## src/rtl/mult_div_unit.sv

```systemverilog
// HI/LO multiply-divide unit: 32-iteration shift-add multiply and restoring
// divide with a fixed 34-cycle latency from start edge to done pulse.
module mult_div_unit (
  input  logic        clk,
  input  logic        reset,
  input  logic        start,
  input  logic [1:0]  op,
  input  logic [31:0] a,
  input  logic [31:0] b,
  input  logic        hi_we,
  input  logic        lo_we,
  input  logic [31:0] wdata,
  output logic        busy,
  output logic        done,
  output logic [31:0] hi,
  output logic [31:0] lo
);

  typedef enum logic [1:0] {
    IDLE   = 2'd0,
    RUN    = 2'd1,
    FINISH = 2'd2
  } state_e;

  state_e      state_q;
  logic [4:0]  cnt_q;
  logic        is_div_q;
  logic        qneg_q;
  logic        rneg_q;
  logic        dz_q;
  logic [31:0] a_q;
  logic [31:0] mb_q;
  logic [63:0] acc_q;
  logic [63:0] acc_d;
  logic [31:0] hi_q;
  logic [31:0] lo_q;
  logic        done_q;

  logic        sgn;
  logic [31:0] ma;
  logic [31:0] mb;
  logic [32:0] madd;
  logic [32:0] trial;
  logic [63:0] prod;
  logic [31:0] quo;
  logic [31:0] rem;

  assign sgn = ~op[0];
  assign ma  = (sgn && a[31]) ? -a : a;
  assign mb  = (sgn && b[31]) ? -b : b;

  // multiplier sits in acc low half; divisor or multiplicand lives in mb_q
  assign madd  = {1'b0, acc_q[63:32]}
               + (acc_q[0] ? {1'b0, mb_q} : 33'd0);
  assign trial = acc_q[63:31] - {1'b0, mb_q};

  always_comb begin
    acc_d = {madd, acc_q[31:1]};
    if (is_div_q) begin
      if (trial[32]) acc_d = {acc_q[62:0], 1'b0};
      else acc_d = {trial[31:0], acc_q[30:0], 1'b1};
    end
  end

  assign prod = qneg_q ? -acc_q : acc_q;
  assign quo  = qneg_q ? -acc_q[31:0] : acc_q[31:0];
  assign rem  = rneg_q ? -acc_q[63:32] : acc_q[63:32];

  always_ff @(posedge clk or negedge reset) begin
    if (!reset) begin
      state_q  <= IDLE;
      cnt_q    <= 5'd0;
      is_div_q <= 1'b0;
      qneg_q   <= 1'b0;
      rneg_q   <= 1'b0;
      dz_q     <= 1'b0;
      a_q      <= 32'd0;
      mb_q     <= 32'd0;
      acc_q    <= 64'd0;
      hi_q     <= 32'd0;
      lo_q     <= 32'd0;
      done_q   <= 1'b0;
    end else begin
      done_q <= 1'b0;
      case (state_q)
        IDLE: begin
          if (start) begin
            state_q  <= RUN;
            cnt_q    <= 5'd31;
            is_div_q <= op[1];
            qneg_q   <= sgn & (a[31] ^ b[31]);
            rneg_q   <= sgn & a[31] & op[1];
            dz_q     <= op[1] & (b == 32'd0);
            a_q      <= a;
            mb_q     <= mb;
            acc_q    <= {32'd0, ma};
          end else begin
            if (hi_we) hi_q <= wdata;
            if (lo_we) lo_q <= wdata;
          end
        end
        RUN: begin
          acc_q <= acc_d;
          cnt_q <= cnt_q - 5'd1;
          if (cnt_q == 5'd0) state_q <= FINISH;
        end
        FINISH: begin
          state_q <= IDLE;
          done_q  <= 1'b1;
          if (!is_div_q) begin
            hi_q <= prod[63:32];
            lo_q <= prod[31:0];
          end else if (dz_q) begin
            hi_q <= a_q;
            lo_q <= 32'hFFFF_FFFF;
          end else begin
            hi_q <= rem;
            lo_q <= quo;
          end
        end
        default: state_q <= IDLE;
      endcase
    end
  end

  assign busy = (state_q != IDLE);
  assign done = done_q;
  assign hi   = hi_q;
  assign lo   = lo_q;

endmodule

```

## config.mk

```make
export PLATFORM = sky130hd
export DESIGN_NAME = mult_div_unit
export DESIGN_NICKNAME = d
export VERILOG_FILES = /design/src/rtl/mult_div_unit.sv
export SDC_FILE = /design/constraint.sdc
export NUM_CORES = 1
export LEC_CHECK = 0
export ABC_AREA = 1
export CORE_MARGIN = 4
export CORE_UTILIZATION = 55
export DETAILED_ROUTE_END_ITERATION = 16
export PLACE_DENSITY = 0.78
export SLEW_MARGIN = 20
export SYNTH_ARGS = -nofsm -noshare
export SYNTH_HDL_FRONTEND = slang
export SYNTH_SLANG_ARGS = --single-unit
```

## constraint.sdc

```tcl
create_clock -name clk -period 5.9 [get_ports clk]
set_input_delay 0.59 -clock clk [delete_from_list [all_inputs] [get_ports clk]]
set_output_delay 0.59 -clock clk [all_outputs]
set_load 0.1 [all_outputs]
```

After elaboration in Yosys (flattened, before gate mapping). Index checks and enable logic that the tools add are counted.

$add $sub $neg: 8. Multipliers: 0. Div/mod/pow operators: 0. Order comparisons: 0. Eq/ne operators: 7. Shift-type cells: 0. Mux-type cells: 26. Bitwise gates (word level): 6. Reduce and logical (&&, ||, !) cells: 13.

Operator list (number): 32-bit two-way mux (13); 64-bit two-way mux (4); 32-bit negator (4); 32-bit case mux with 2 select lines (2); 64-bit case mux with 2 select lines (1); 64-bit negator (1); 32-bit by 32-bit adder with 33-bit output (1); 33-bit by 32-bit subtractor with 33-bit output (1); 32-bit logical NOT (1); 2-bit inequality test, second input constant (5); 5-bit case mux with 2 select lines (1); 2-bit AND reduction (3); 3-bit AND reduction (2); 2-bit nonzero test (3); 5-bit logical NOT (1); 5-bit two-way mux (1); 5-bit by 1-bit subtractor with 5-bit output, second input constant (1); 1-bit bitwise AND (4); 2-bit two-way mux (2); 2-bit case mux with 2 select lines (1); 2-bit by 1-bit equality test with 1-bit output, second input constant (1); 2-bit equality test, second input constant (1); 1-bit logical AND (2); 2-bit logical NOT (1); 3 further kinds (3).

Bits in registers: 204. Bits in latches: 0. Memory bits (writable): 0. Memory bits (read-only): 0. Bits of input ports: 103. Output and inout bits: 66. Logic and storage cells: 72. Memories kept: 0.

Depth between registers and ports, before layout. Gate-level depths: netlist (run 1).

Depth after elaboration: 5. Gate-level depth with buffers: 21. Gate-level depth less buffers: 19.

Worst setup path after synthesis (run 1). No wires, ideal clock.

Path kind: register to register. Start: register acc_q[0]. End: register acc_q[59]. Library setup time: 116 ps. Data arrival time: 2411 ps. Required time: 5784 ps. Setup slack: 3373 ps. Stages on the path, launching flop included: 20. Path buffers: 2. Clock period less this slack: 2527 ps. Cell sequence: dfrtp_1 > buf_6 > clkbuf_1 > nand2_1 > inv_1 > ha_1 > inv_1 > fa_1 > o21ai_1 > nand2_1 > nand2_1 > nand2_1 > nand2_1 > nand2_1 > nand3_1 > nand2_1 > nor2_1 > nor2_1 > nand2_1 > nand2_1.

Longest elaborated chain between the ends: 4.

Ends and longest elaborated chain: from (decl) (RTL line 33) `logic [63:0] acc_q;`; from (signal assigned) (RTL line 96) `acc_q <= {32'd0, ma};`; 32-bit two-way mux (RTL line 54) `+ (acc_q[0] ? {1'b0, mb_q} : 33'd0);`; 32-bit by 32-bit adder with 33-bit output (RTL line 54); 64-bit two-way mux (RTL line 59) `if (is_div_q) begin`; 64-bit case mux with 2 select lines (RTL line 85) `case (state_q)`.

Every way passes these cells. A chain may end at the register's enable or synchronous reset.

Final worst setup path (run 1).
Start: register state_q[0]. End: register hi_q[18], in the netlist hi[18].

Longest elaborated chain between the ends: 3. Elaborated cells between the ends (all ways): 7. Those cells by class: 3 x eq/ne; 1 x mux; 3 x reduce/logical.

Ends and longest elaborated chain: from (decl) (RTL line 25) `state_e state_q;`; from (signal assigned) (RTL line 71) `state_q <= IDLE;`; from (signal assigned) (RTL line 88) `state_q <= RUN;`; from (signal assigned) (RTL line 105) `if (cnt_q == 5'd0) state_q <= FINISH;`; 2-bit equality test or 2-bit logical NOT (tied branches) (RTL line 85); 2-bit nonzero test (no line) or 2-bit inequality test (tied branches); 3-bit AND reduction (no line); to (signal assigned) (RTL line 98) `if (hi_we) hi_q <= wdata;`; to (signal assigned) (RTL line 111) `hi_q <= prod[63:32];`; to (signal assigned) (RTL line 114) `hi_q <= a_q;`; to (decl) (RTL line 35) `logic [31:0] hi_q;`.

Several ways; a longest one is shown, not always the timed one.

==> out/summary.txt, run 1 <==
Status: completed
Synthesized area: 19600 um2
Initial antenna violation count: 2
Min-Delay Path Class: in -> async
Mean area per synthesized cell: 5.82 um2
First drt pass iteration count: 8
First-pass GRT wire length: 119 mm
WL final: 79.7 mm
Final instance area: 22300 um2
Dominant synthesized flop cell: dfrtp_1
Fmax: 0.291 GHz
Most common cell after layout, fill and taps aside: nand2_1
CTS root buffer: clkbuf_16
Seq cells post-synth: 204
GRT overflow: 0
Total GRT Usage: 38.9%
Clock Path Buffers: 3
Worst-Skew Late Latency: 530 ps
Top Ports: 169
Largest net degree at the start of global routing: 100
Worst Path Buf+Inv: 5
Worst path most repeated cell: buf_4
CP Launch Type: flop
Post-Syn Instances: 3376
EDFF count, synth: 0
CORE AREA: 34900 um2
WP data arrival: 3890 ps
CTS buffer count: 24
Cell Rows: 68
Sink Count: 204
Slowest stage delay, CP: 760 ps
Worst Path Max Fanout: 99
Area occupied by registers: 5110 um2
RSZ-0062 raised after global routing: false
Placed inst area: 21500 um2
Multi-input combinational cell area: 12300 um2
Setup TNS Final: 0 ps
Post-Synth XOR/XNOR Area: 2.45%
Hold-fix buffers, CTS: 0
H-tree levels: 1
Worst Setup End Kind: flop
Die area: 38800 um2
DP Wirelength: 61.2 mm
Hold Vio Cnt, Final: 0
Fin crit period: 3440 ps
Post-synthesis simple-gate area fraction: 39.2%
WHS: 128 ps
Inserted Diodes: 0
Clk_skew: 12.0 ps
Compound-Gate Fraction of Synth Area: 16.1%
CTS tree: built
Synth Warn #: 0
Via count of the first global-routing pass: 20822
Initial Util: 56.3%
Vias per cell: 5.97
Delay-heaviest family, CP: buffers and inverters
# Max-Cap Violations: 0
Die width: 197 um
Synth cell types: 48
Resize count post-CTS: 0
# fillers: 3432
Share of layout cells above drive strength 1: 3.83%
Area share of fa/ha/maj cells after synthesis: 4.66%
Reg-to-reg slack, setup: 2460 ps
Routability cong.: 1.06
Critical path's slowest cell: inv_1
Commonest cells after routing, fill and taps aside: nand2_1, inv_1, nor2_1, o21ai_0, a21oi_1
Vias: 23465
Nets: 3632
Post-DR wirelength/cell: 20.3 um
Final setup vio count: 0
Fin util: 63.9%
Largest family of logic cells by synthesized area: simple AND/OR/NAND/NOR gates
PortBufs: 168
Register area share after synthesis: 26.0%
Setup Buffers After CTS: 0
Async S/R FF share, synth: 100%
Cells along the critical path: nor2_2 -> nand2_2 -> buf_4 -> inv_2 -> buf_4 -> a21oi_2 -> buf_4 -> inv_1 -> nor2_1 -> a21oi_1
Iteration-0 DRC count of the detailed router: 3367
Setup Crit Path Kind: reg -> reg
Final ANT Viol Nets: 0
Clock-pin slew on the worst setup and hold paths: 60 ps
Max Slew Vio Count: 0
Area grow syn2layout: 13.4%
Final clock period utilization by the worst path: 58.2%
Critical Path RT: 6350 ps
Post-synthesis mux area share: 0%
Worst relative slew slack: 26.8%
Die Height: 197 um
Final routed DRC violation total: 0
Worst-margin pin slew: 1100 ps
Syn_nets: 3551
[cell usage after synthesis, types with 8 or more instances]
cell type	n	area (um2)
a21oi_1	244	1220
a22oi_1	12	90.1
buf_1	12	45.0
buf_2	35	175
clkbuf_1	69	259
clkbuf_2	8	40.0
dfrtp_1	204	5100
ha_1	70	876
inv_1	435	1630
inv_2	13	48.8
nand2_1	1071	4020
nand2_2	14	87.6
nand3_1	233	1170
nand3_2	13	130
nand3b_1	17	128
nand4_1	33	206
nor2_1	419	1570
nor2_2	12	75.1
nor3_1	28	140
o211ai_1	13	97.6
o21ai_0	278	1390
o21ai_1	19	95.1
o21bai_1	8	60.1
xnor2_1	19	166
xor2_1	36	315
[registers in the layout (all words and copies together), names as in the netlist, 2 cells and up]
name / cells
cnt_q: 5
acc_q: 64
mb_q: 32
state_q: 2
a_q: 32
lo: 32
hi: 32
[through the flow]
step | std cells | worst slack (ps)
finish | 3929 | 2460
global route | 3929 | 2270
CTS | 3929 | 2270
detailed placement | 3886 | 2290
global placement | 3886 | 2380
floorplan | 3376 | 3370
[worst paths after layout]
check,to,depth (start not counted),from
max,hi[18],10,state_q[0]
min,hi[23],1,reset
max reg2reg,hi[18],10,state_q[0]
min reg2reg,lo[13],2,lo[13]
max in group asynchronous,acc_q[5],2,reset
min in group clk,lo[13],2,lo[13]
[kinds of logic after synthesis]
| family | count (synthesis) |
|---|---|
| and+or+nand+nor | 1863 |
| AOI/OAI and AO/OA | 603 |
| buffers and inverters | 579 |
| DFF | 204 |
| adders and majority gates | 72 |
| xor gates and xnor gates | 55 |
[cell type report]
class	count	area share [%]
multi-input combinational	2593	55.2
timing repair buffer	185	8.14
inverter	449	7.56
sequential	204	22.9
tap	455	2.56
clock inverter	10	0.522
clock buffer	33	3.12
[metal layers]
layer,vias up,routed length (um),GRT usage (%),share of wire (%)
li1,10923,-,-,-
met1,10730,33300,58.2,42
met2,1574,31000,53.7,39
met3,232,12300,12.6,15
met4,6,2950,10.7,3.7
met5,-,53,0.370,0.067
Power of run 1 is left out: the tool's default activity adds up to more than one toggle a clock period on the data nets, which glitch-free logic cannot reach.
==> run 2, diff against run 1 <==
- CORE_UTILIZATION: 55 -> 54
- PLACE_DENSITY: 0.78 -> 0.8
- clock period: 5.9 -> 2.9 ns (I/O delays scaled with it)
==> run 2 against run 1 <==
Against the previous run:
- worst setup slack lost 2400 ps
- non-clock buffer count rose by 70
- critical path depth grew 6
- die area is 1.8% higher
- worst hold slack better by 110 ps
- clock-buffer cell count decreased by 3
- clock skew increased by 6.6 ps
==> out/summary.txt, run 2 (synthesis gave the netlist of run 1 again) <==
Clock-pin slew on the worst setup and hold paths: 70 ps
Commonest cells after routing, fill and taps aside: nand2_1, inv_1, nor2_1, o21ai_0, a21oi_1
Worst-Skew Late Latency: 560 ps
DP Wirelength: 65.9 mm
Max reg flops: 64
Vias per cell: 6.03
Worst R2R Path Depth: 16
H-tree levels: 1
Clock Path Buffers: 3
Met1 Use GR: 61.2%
Worst Path Buf+Inv: 1
GRT overflow: 0
Final clock period utilization by the worst path: 96.2%
Final worst slack: 109 ps
Setup crit start: mb_q[3]
Area occupied by registers: 5110 um2
Setup WS pre-CTS: 25.4 ps
First-pass GRT wire length: 126 mm
Fin crit period: 2790 ps
Setup Buffers After CTS: 0
Fin util: 64.0%
First drt pass iteration count: 8
Worst setup endpoint: acc_q[61]
# Max-Cap Violations: 0
Final routed DRC violation total: 0
Iteration-0 DRC count of the detailed router: 3732
Min-Delay Path Class: in -> async
Routability cong.: 1.10
Via count of the first global-routing pass: 21698
Worst Setup End Kind: flop
Nets: 3705
Worst-margin pin slew: 899 ps
WL final: 85.0 mm
GR Util met3: 15.4%
Area grow syn2layout: 16.5%
Cell Rows: 69
Most flops, register: acc_q
CP Launch Type: flop
Fmax: 0.358 GHz
Setup Crit Path Kind: reg -> reg
Post-DR wirelength/cell: 21.2 um
Slowest stage delay, CP: 540 ps
End of the worst register-to-register path: acc_q[61]
CTS tree: built
Critical path's slowest cell: dfrtp_1
Sink Count: 204
Worst path most repeated cell: nand2_2
CP Depth: 16
CORE AREA: 35700 um2
Reg-to-reg slack, setup: 110 ps
Die width: 199 um
Share of layout cells above drive strength 1: 7.75%
Final setup vio count: 0
GR Layer Usage met2: 56.3%
GRT busiest layer: met1
Setup TNS Final: 0 ps
RSZ-0062 raised after global routing: false
CTS root buffer: clkbuf_16
Most common cell after layout, fill and taps aside: nand2_1
Clk_skew: 18.6 ps
Status: completed
Largest net degree at the start of global routing: 99
Initial Util: 55.0%
Total GRT Usage: 41.1%
Die area: 39500 um2
PortBufs: 168
Max Slew Vio Count: 0
WP data arrival: 3250 ps
Hold Vio Cnt, Final: 0
Multi-input combinational cell area: 12400 um2
# fillers: 3361
Critical Path RT: 3360 ps
Initial antenna violation count: 4
Worst Path Max Fanout: 8
Worst relative slew slack: 40.1%
Top Ports: 169
Delay-heaviest family, CP: simple AND/OR/NAND/NOR gates
CTS buffer count: 24
Die Height: 199 um
Origin of the critical flop-to-flop path: mb_q[3]
Final ANT Viol Nets: 0
Vias: 24181
Cells along the critical path: inv_1 -> ha_1 -> nand2_1 -> nand3_2 -> nand2_2 -> nand2_4 -> nand2_2 -> nand2_2 -> nand2_2 -> nand2_2 -> nand2_2 -> nand3_4 -> nand2_1 -> nand2_1 -> nand2_1 -> nand2_1
[run 2: cell types whose count changed in the layout (fill, tap and decap cells not counted), sizes merged, moves of 2 or more]
cell | previous run | this run
bufinv | 2 | 6
buf | 17 | 152
clkdlybuf4s50 | 167 | 101
nand2 | 1089 | 1092
clkinv | 7 | 5
clkinvlp | 1 | 4
clkbuf | 34 | 31
[run 2: worst reg2reg max path, stage by stage, from the launching register on]
cell and delay (ps):
dfrtp_1 540, inv_1 170, ha_1 400, nand2_1 140, nand3_2 130, nand2_2 100, nand2_4 60, nand2_2 70
nand2_2 70, nand2_2 130, nand2_2 100, nand2_2 200, nand3_4 190, nand2_1 160, nand2_1 110, nand2_1 80
nand2_1 40
[run 2: layout make-up]
cell class | count | share of cell area, %
inverter | 449 | 7.37
antenna | 1 | 0.0109
sequential | 204 | 22.3
clock inverter | 14 | 1.06
tap | 461 | 2.52
multi-input combinational | 2596 | 54.0
timing repair buffer | 255 | 9.80
clock buffer | 30 | 2.90
[run 2: worst min-delay path by stage]
stage / to / start / slack, ps
finish: mb_q[27] / reset / 240
detailed placement: mb_q[27] / reset / 260
floorplan: a_q[0] / reset / -6
global route: mb_q[27] / reset / 300
CTS: mb_q[27] / reset / 250
global placement: mb_q[27] / reset / 250
[run 2: stage by stage]
| stage | hold WS, ps | instance area [um2] | cells |
|---|---|---|---|
| after floorplan | -5.59 | 19600 | 3376 |
| after global placement | 251 | 21900 | 3961 |
| after detailed placement | 256 | 21900 | 3961 |
| after CTS | 251 | 22800 | 4006 |
| after global routing | 302 | 22900 | 4009 |
| final | 239 | 22900 | 4010 |
[run 2: routing by layer]
layer  vias to the layer above  part of all wire, %
met5                         -                0.049
met4                         6                  3.3
met3                       246                   17
met2                      1874                   39
met1                     10969                   41
li1                      11086                    -
[run 2: timing repair]
action	in CTS	in global routing
resized for setup	0	9
setup endpoints to repair	0	32
hold buffers	1	0
endpoints found under the hold margin	45	0
Power of run 2 is left out for the same reason.
